===== src/rtl/avalon_burst_splitter_pkg.sv =====
// Shared types and constants for the Avalon burst splitter: FSM state
// encoding, burstcount width and the per-beat byte stride helper.
package avalon_burst_splitter_pkg;

  localparam int BURSTCOUNT_W = 8;

  typedef enum logic [1:0] {
    IDLE     = 2'd0,
    RD_ISSUE = 2'd1,
    RD_WAIT  = 2'd2,
    WR       = 2'd3
  } state_e;

  // Bytes covered by one beat; the address advances by this much per beat.
  function automatic int beat_bytes(input int dw);
    return dw / 8;
  endfunction

endpackage


===== src/rtl/avalon_burst_splitter.sv =====
// Splits Avalon-MM bursts into single-beat accesses for a non-bursting bridge.
// Optional AVALON_BURST_SPLITTER_BYPASS_EN forwards single accesses without the latch cycle.
module avalon_burst_splitter
  import avalon_burst_splitter_pkg::*;
#(
  parameter int DW = 32,
  parameter int AW = 32
) (
  input  logic                    clk,
  input  logic                    rst,
  input  logic [AW-1:0]           avs_address_i,
  input  logic [DW/8-1:0]         avs_byteenable_i,
  input  logic                    avs_read_i,
  input  logic                    avs_write_i,
  input  logic [DW-1:0]           avs_writedata_i,
  input  logic [BURSTCOUNT_W-1:0] avs_burstcount_i,
  output logic [DW-1:0]           avs_readdata_o,
  output logic                    avs_readdatavalid_o,
  output logic                    avs_waitrequest_o,
  output logic [AW-1:0]           avm_address_o,
  output logic [DW/8-1:0]         avm_byteenable_o,
  output logic                    avm_read_o,
  output logic                    avm_write_o,
  output logic [DW-1:0]           avm_writedata_o,
  output logic [BURSTCOUNT_W-1:0] avm_burstcount_o,
  input  logic [DW-1:0]           avm_readdata_i,
  input  logic                    avm_readdatavalid_i,
  input  logic                    avm_waitrequest_i
);

`ifdef AVALON_BURST_SPLITTER_BYPASS_EN
  localparam bit BYPASS_EN = 1'b1;
`else
  localparam bit BYPASS_EN = 1'b0;
`endif

  localparam logic [AW-1:0]           ADDR_STEP = AW'(beat_bytes(DW));
  localparam logic [BURSTCOUNT_W-1:0] ONE       = BURSTCOUNT_W'(1);

  state_e                  state_q, state_d;
  logic [AW-1:0]           addr_q, addr_d;
  logic [BURSTCOUNT_W-1:0] remaining_q, remaining_d;
  logic [DW/8-1:0]         be_q, be_d;

  logic [BURSTCOUNT_W-1:0] cmd_count;
  logic                    cmd_single;

  // A burstcount of zero is a one-beat access.
  assign cmd_count  = (avs_burstcount_i == '0) ? ONE : avs_burstcount_i;
  assign cmd_single = (avs_burstcount_i <= ONE);

  assign avs_readdata_o      = avm_readdata_i;
  assign avs_readdatavalid_o = avm_readdatavalid_i && (state_q == RD_WAIT) && !rst;
  assign avm_burstcount_o    = ONE;

  always_comb begin
    // NOTE: every signal written here gets a default first, so no latch can be inferred.
    state_d           = state_q;
    addr_d            = addr_q;
    remaining_d       = remaining_q;
    be_d              = be_q;
    avm_read_o        = 1'b0;
    avm_write_o       = 1'b0;
    avm_address_o     = addr_q;
    avm_byteenable_o  = be_q;
    avm_writedata_o   = avs_writedata_i;
    avs_waitrequest_o = 1'b1;

    case (state_q)
      IDLE: begin
        if (avs_read_i) begin
          if (BYPASS_EN && cmd_single) begin
            avm_read_o        = 1'b1;
            avm_address_o     = avs_address_i;
            avm_byteenable_o  = avs_byteenable_i;
            avs_waitrequest_o = avm_waitrequest_i;
            if (!avm_waitrequest_i) begin
              addr_d      = avs_address_i;
              be_d        = avs_byteenable_i;
              remaining_d = ONE;
              state_d     = RD_WAIT;
            end
          end else begin
            avs_waitrequest_o = 1'b0;
            addr_d            = avs_address_i;
            be_d              = avs_byteenable_i;
            remaining_d       = cmd_count;
            state_d           = RD_ISSUE;
          end
        end else if (avs_write_i) begin
          if (BYPASS_EN && cmd_single) begin
            avm_write_o       = 1'b1;
            avm_address_o     = avs_address_i;
            avm_byteenable_o  = avs_byteenable_i;
            avs_waitrequest_o = avm_waitrequest_i;
          end else begin
            // Beat 1 stays held upstream while the burst context is latched.
            addr_d      = avs_address_i;
            be_d        = avs_byteenable_i;
            remaining_d = cmd_count;
            state_d     = WR;
          end
        end
      end

      RD_ISSUE: begin
        avm_read_o = 1'b1;
        if (!avm_waitrequest_i) begin
          state_d = RD_WAIT;
        end
      end

      RD_WAIT: begin
        if (avm_readdatavalid_i) begin
          addr_d      = addr_q + ADDR_STEP;
          remaining_d = remaining_q - ONE;
          state_d     = (remaining_q == ONE) ? IDLE : RD_ISSUE;
        end
      end

      WR: begin
        avm_write_o       = avs_write_i;
        avs_waitrequest_o = avm_waitrequest_i;
        if (avs_write_i && !avm_waitrequest_i) begin
          addr_d      = addr_q + ADDR_STEP;
          remaining_d = remaining_q - ONE;
          if (remaining_q == ONE) begin
            state_d = IDLE;
          end
        end
      end

      default: state_d = IDLE;
    endcase

    // Reset must silence the bus immediately, not one edge later.
    if (rst) begin
      avm_read_o        = 1'b0;
      avm_write_o       = 1'b0;
      avs_waitrequest_o = 1'b1;
    end
  end

  always_ff @(posedge clk) begin
    // NOTE: sequential state uses non-blocking assignments so all registers update together.
    if (rst) begin
      state_q     <= IDLE;
      addr_q      <= '0;
      remaining_q <= '0;
      be_q        <= '0;
    end else begin
      state_q     <= state_d;
      addr_q      <= addr_d;
      remaining_q <= remaining_d;
      be_q        <= be_d;
    end
  end

endmodule


===== config.mk =====
export PLATFORM = sky130hd
export DESIGN_NAME = avalon_burst_splitter
export DESIGN_NICKNAME = d
export VERILOG_FILES = /design/src/rtl/avalon_burst_splitter_pkg.sv /design/src/rtl/avalon_burst_splitter.sv
export SDC_FILE = /design/constraint.sdc
export NUM_CORES = 1
export LEC_CHECK = 0
export BUFFER_PORTS_ARGS = -buffer_cell sky130_fd_sc_hd__buf_4
export CAP_MARGIN = 30
export CORE_MARGIN = 5
export CORE_UTILIZATION = 44
export DETAILED_ROUTE_END_ITERATION = 16
export GPL_ROUTABILITY_DRIVEN = 0
export PLACE_DENSITY = 0.81
export REMOVE_ABC_BUFFERS = 1
export SLEW_MARGIN = 20
export SYNTH_ARGS = -nofsm -noshare
export SYNTH_HDL_FRONTEND = slang
export SYNTH_SLANG_ARGS = --single-unit

===== constraint.sdc =====
create_clock -name clk -period 2.5 [get_ports clk]
set_input_delay 0.5 -clock clk [delete_from_list [all_inputs] [get_ports clk]]
set_output_delay 0.5 -clock clk [all_outputs]
set_load 0.05 [all_outputs]

==> impl_metrics.yaml <==
floorplanning:
  fp-row-count: 33
  die_area_sq_um: 10500
  start_util_pct: 45.4
  core-area_sq_um: 8260
  die_h_microns: 102
  io_pins: 226
  die_w_microns: 102
clock_tree:
  cts_tree: "done"
  clock_path_buffers: 2
  postCtsSetupRepairBufs: 0
  cts_resized: 0
  cts_sinks: 46
  cts_hold_buf: 0
  cts.reportedPaths.clkPinSlew_ns: 0.09
  ctsHtreeMaxLevel: 2
  cts_made_buffers: 5
  worst_skew_pair.late_latency_ns: 0.31
  cts_root_buf: "clkbuf_8"
pwr:
  pwr-share-comb_pct: 62.1
  internal_power_uw: 2520
  power_switching_uw: 2960
  swShare_pct: 54.0
  p_leak_uw: 0.00166
  pwr_density_cell_nw_per_um2: 1330
  total_power_uw: 5480
  p_clk_share_pct: 10.5
  ir_worst_vdd_mv: 0.558
  pwr-share-seq_pct: 27.3
synth:
  synth.most_common_cell: "buf_4"
  synth_top_area_share_pct: 24.6
  yosysUniqueCellTypes: 69
  netlist_instances: 487
  async_reset_ff_share_pct: 0
  ys_ff_latch: 46
  synth-main-ff-cell: "dfxtp_1"
  yosys-top-cells-count: "buf_4, dfxtp_1, nor2_1"
  yosys_warnings: 0
  seq_area_frac_synth_pct: 24.6
  synth.cell_area_sq_um: 3750
  syn_area_per_cell_sq_um: 7.69
  yosys.area.top_type: "dfxtp_1"
  synth_area_leaders: "dfxtp_1, buf_4, nor2_1"
  synth_edf_count: 0
timing:
  setup_tns_ns: 0
  tightest_slew_ns: 0.662
  period_share_pct: 87.2
  slew_violations: 0
  setup_viol: 0
  clock_skew_ns: 0.00926
  relSlewSlack_pct: 55.5
  clock.fmax_ghz: 0.459
  hold_viol_final: 0
  fin_crit_ns: 2.18
  rsz0062_at_grt: "false"
status:
  status: "finished clean"
worst_setup_path:
  crit_type: "register to register"
  cp-end-kind: "register"
  worstPathArrival_ns: 2.39
  start_kind: "register"
  crit_start: "state_q[0]"
  crit_buf_inv: 2
  r2r_slack_ns: 0.32
  path_delay_family: "simple AND/OR/NAND/NOR gates"
  reg2reg_from: "state_q[0]"
  required_ns: 2.71
  critPathMaxStageDelay_ns: 0.53
  crit_fanout: 21
  crit_chain: "inv_1, ha_1, or2_2, buf_4, nor2_1, a21oi_1, o221a_2"
  crit_slowest_cell: "or2_2"
global_routing:
  grt_pass1_wl_mm: 24.0
  grt_pass1_vias: 3589
  antenna_found_initial: 0
  grt_max_degree: 46
  overflow: 0
  grtUsageTotal_pct: 31.3
finish:
  drive_gt1_share_pct: 27.0
  area_growth_pct: 10.4
  final_nets: 624
  diodes: 0
placed_design:
  hpwl_mm: 13.3
  numPortBuffers: 89
route:
  drt_pass1_iterations: 6
  wl_per_cell_microns: 27.3
  vias: 3933
  vias_per_cell: 6.47
  drt-met1-wl_mm: 5.04
  top_layer: "met5"
  wl_met3_mm: 3.71
  wl_met2_mm: 7.25
  drc: 0
  wirelength_mm: 16.6
  first_iter_violations: 557
  final_antenna_net_count: 0
flow_run:
  cap_violations: 0
worst_hold_path:
  hp-start: "avs_byteenable_i[3]"
  hp-class: "input port to register"
[through the flow]
| stage | hold slack (ns) | instance area, sq um | utilization (%) | setup WS (ns) | instances |
|---|---|---|---|---|---|
| 2_1_floorplan | 0.438 | 3060 | - | -0.165 | 386 |
| 3_3_place_gp | 0.456 | 4030 | 48.8 | 0.491 | 600 |
| 3_5_place_dp | 0.488 | 4030 | 48.8 | 0.395 | 600 |
| 4_1_cts | 0.429 | 4140 | 50.1 | 0.343 | 608 |
| 5_1_grt | 0.433 | 4140 | 50.1 | 0.167 | 608 |
| 6_report | 0.425 | 4140 | 50.1 | 0.320 | 608 |
[cell families (layout without fill, tap and decap cells)]
group | count (synthesis) | count (layout) | share of synthesized area, %
AO/OA/AOI/OAI | 118 | 118 | 22.2
adder cells (fa/ha/maj) | 8 | 8 | 2.67
buffers and inverters | 117 | 127 | 19.9
flip-flops | 46 | 46 | 24.6
multiplexers | 11 | 11 | 3.01
other | 2 | 8 | 0.200
AND/OR/NAND/NOR | 185 | 185 | 27.4
[path summary, 6_finish.rpt]
| kind | to | cells past startpoint |
|---|---|---|
| worst max-delay path | avm_address_o[15] | 7 |
| worst max register to register | avm_address_o[15] | 7 |
| worst min-delay path | avm_byteenable_o[3] | 3 |
| worst min register to register | avm_address_o[1] | 2 |
[sequential cells by signal, summed over array words and instances, names as in the netlist]
signal            count
remaining_q           8
state_q               2
avm_address_o        32
avm_byteenable_o      4
[worst min-delay path: stages]
cell and delay, ns:
buf_4 0.08, mux2i_1 0.05, nor2_1 0.07
[power groups by stage]
| stage | Clock, uW | Sequential (uW) | Combinational (uW) |
|---|---|---|---|
| floorplan | 0 | 2230 | 1460 |
| global placement | 0 | 1470 | 3300 |
| detailed placement | 0 | 1490 | 3370 |
| CTS | 571 | 1480 | 3380 |
| global route | 608 | 1540 | 3650 |
| finish | 577 | 1500 | 3410 |
[layout by cell type, fill, tap and decap left out, drive strengths merged, types with 7 or more instances in the layout]
| cell type | count |
|---|---|
| nor4 | 20 |
| and2 | 14 |
| ha | 8 |
| nand3 | 19 |
| inv | 10 |
| o21ai | 25 |
| conb | 8 |
| a21oi | 22 |
| dfxtp | 46 |
| mux2i | 9 |
| nor3 | 16 |
| nand4 | 17 |
| o211ai | 7 |
| buf | 109 |
| nand2 | 31 |
| nor2 | 37 |
[per-layer routing]
metal	vias up	global-route usage [%]
met1	1802	30.8
met4	6	7.16
met3	37	27.7
met2	351	47.9
li1	1737	-
met5	-	15.9
[layout make-up]
type | count | area, sq um
tap | 105 | 131
sequential | 46 | 921
timing repair buffer | 109 | 831
inverter | 10 | 37.5
clock inverter | 3 | 40.0
clock buffer | 5 | 68.8
fill | 806 | 4120
multi-input combinational | 330 | 2110
Note: power is estimated with default switching activity, not from simulation.
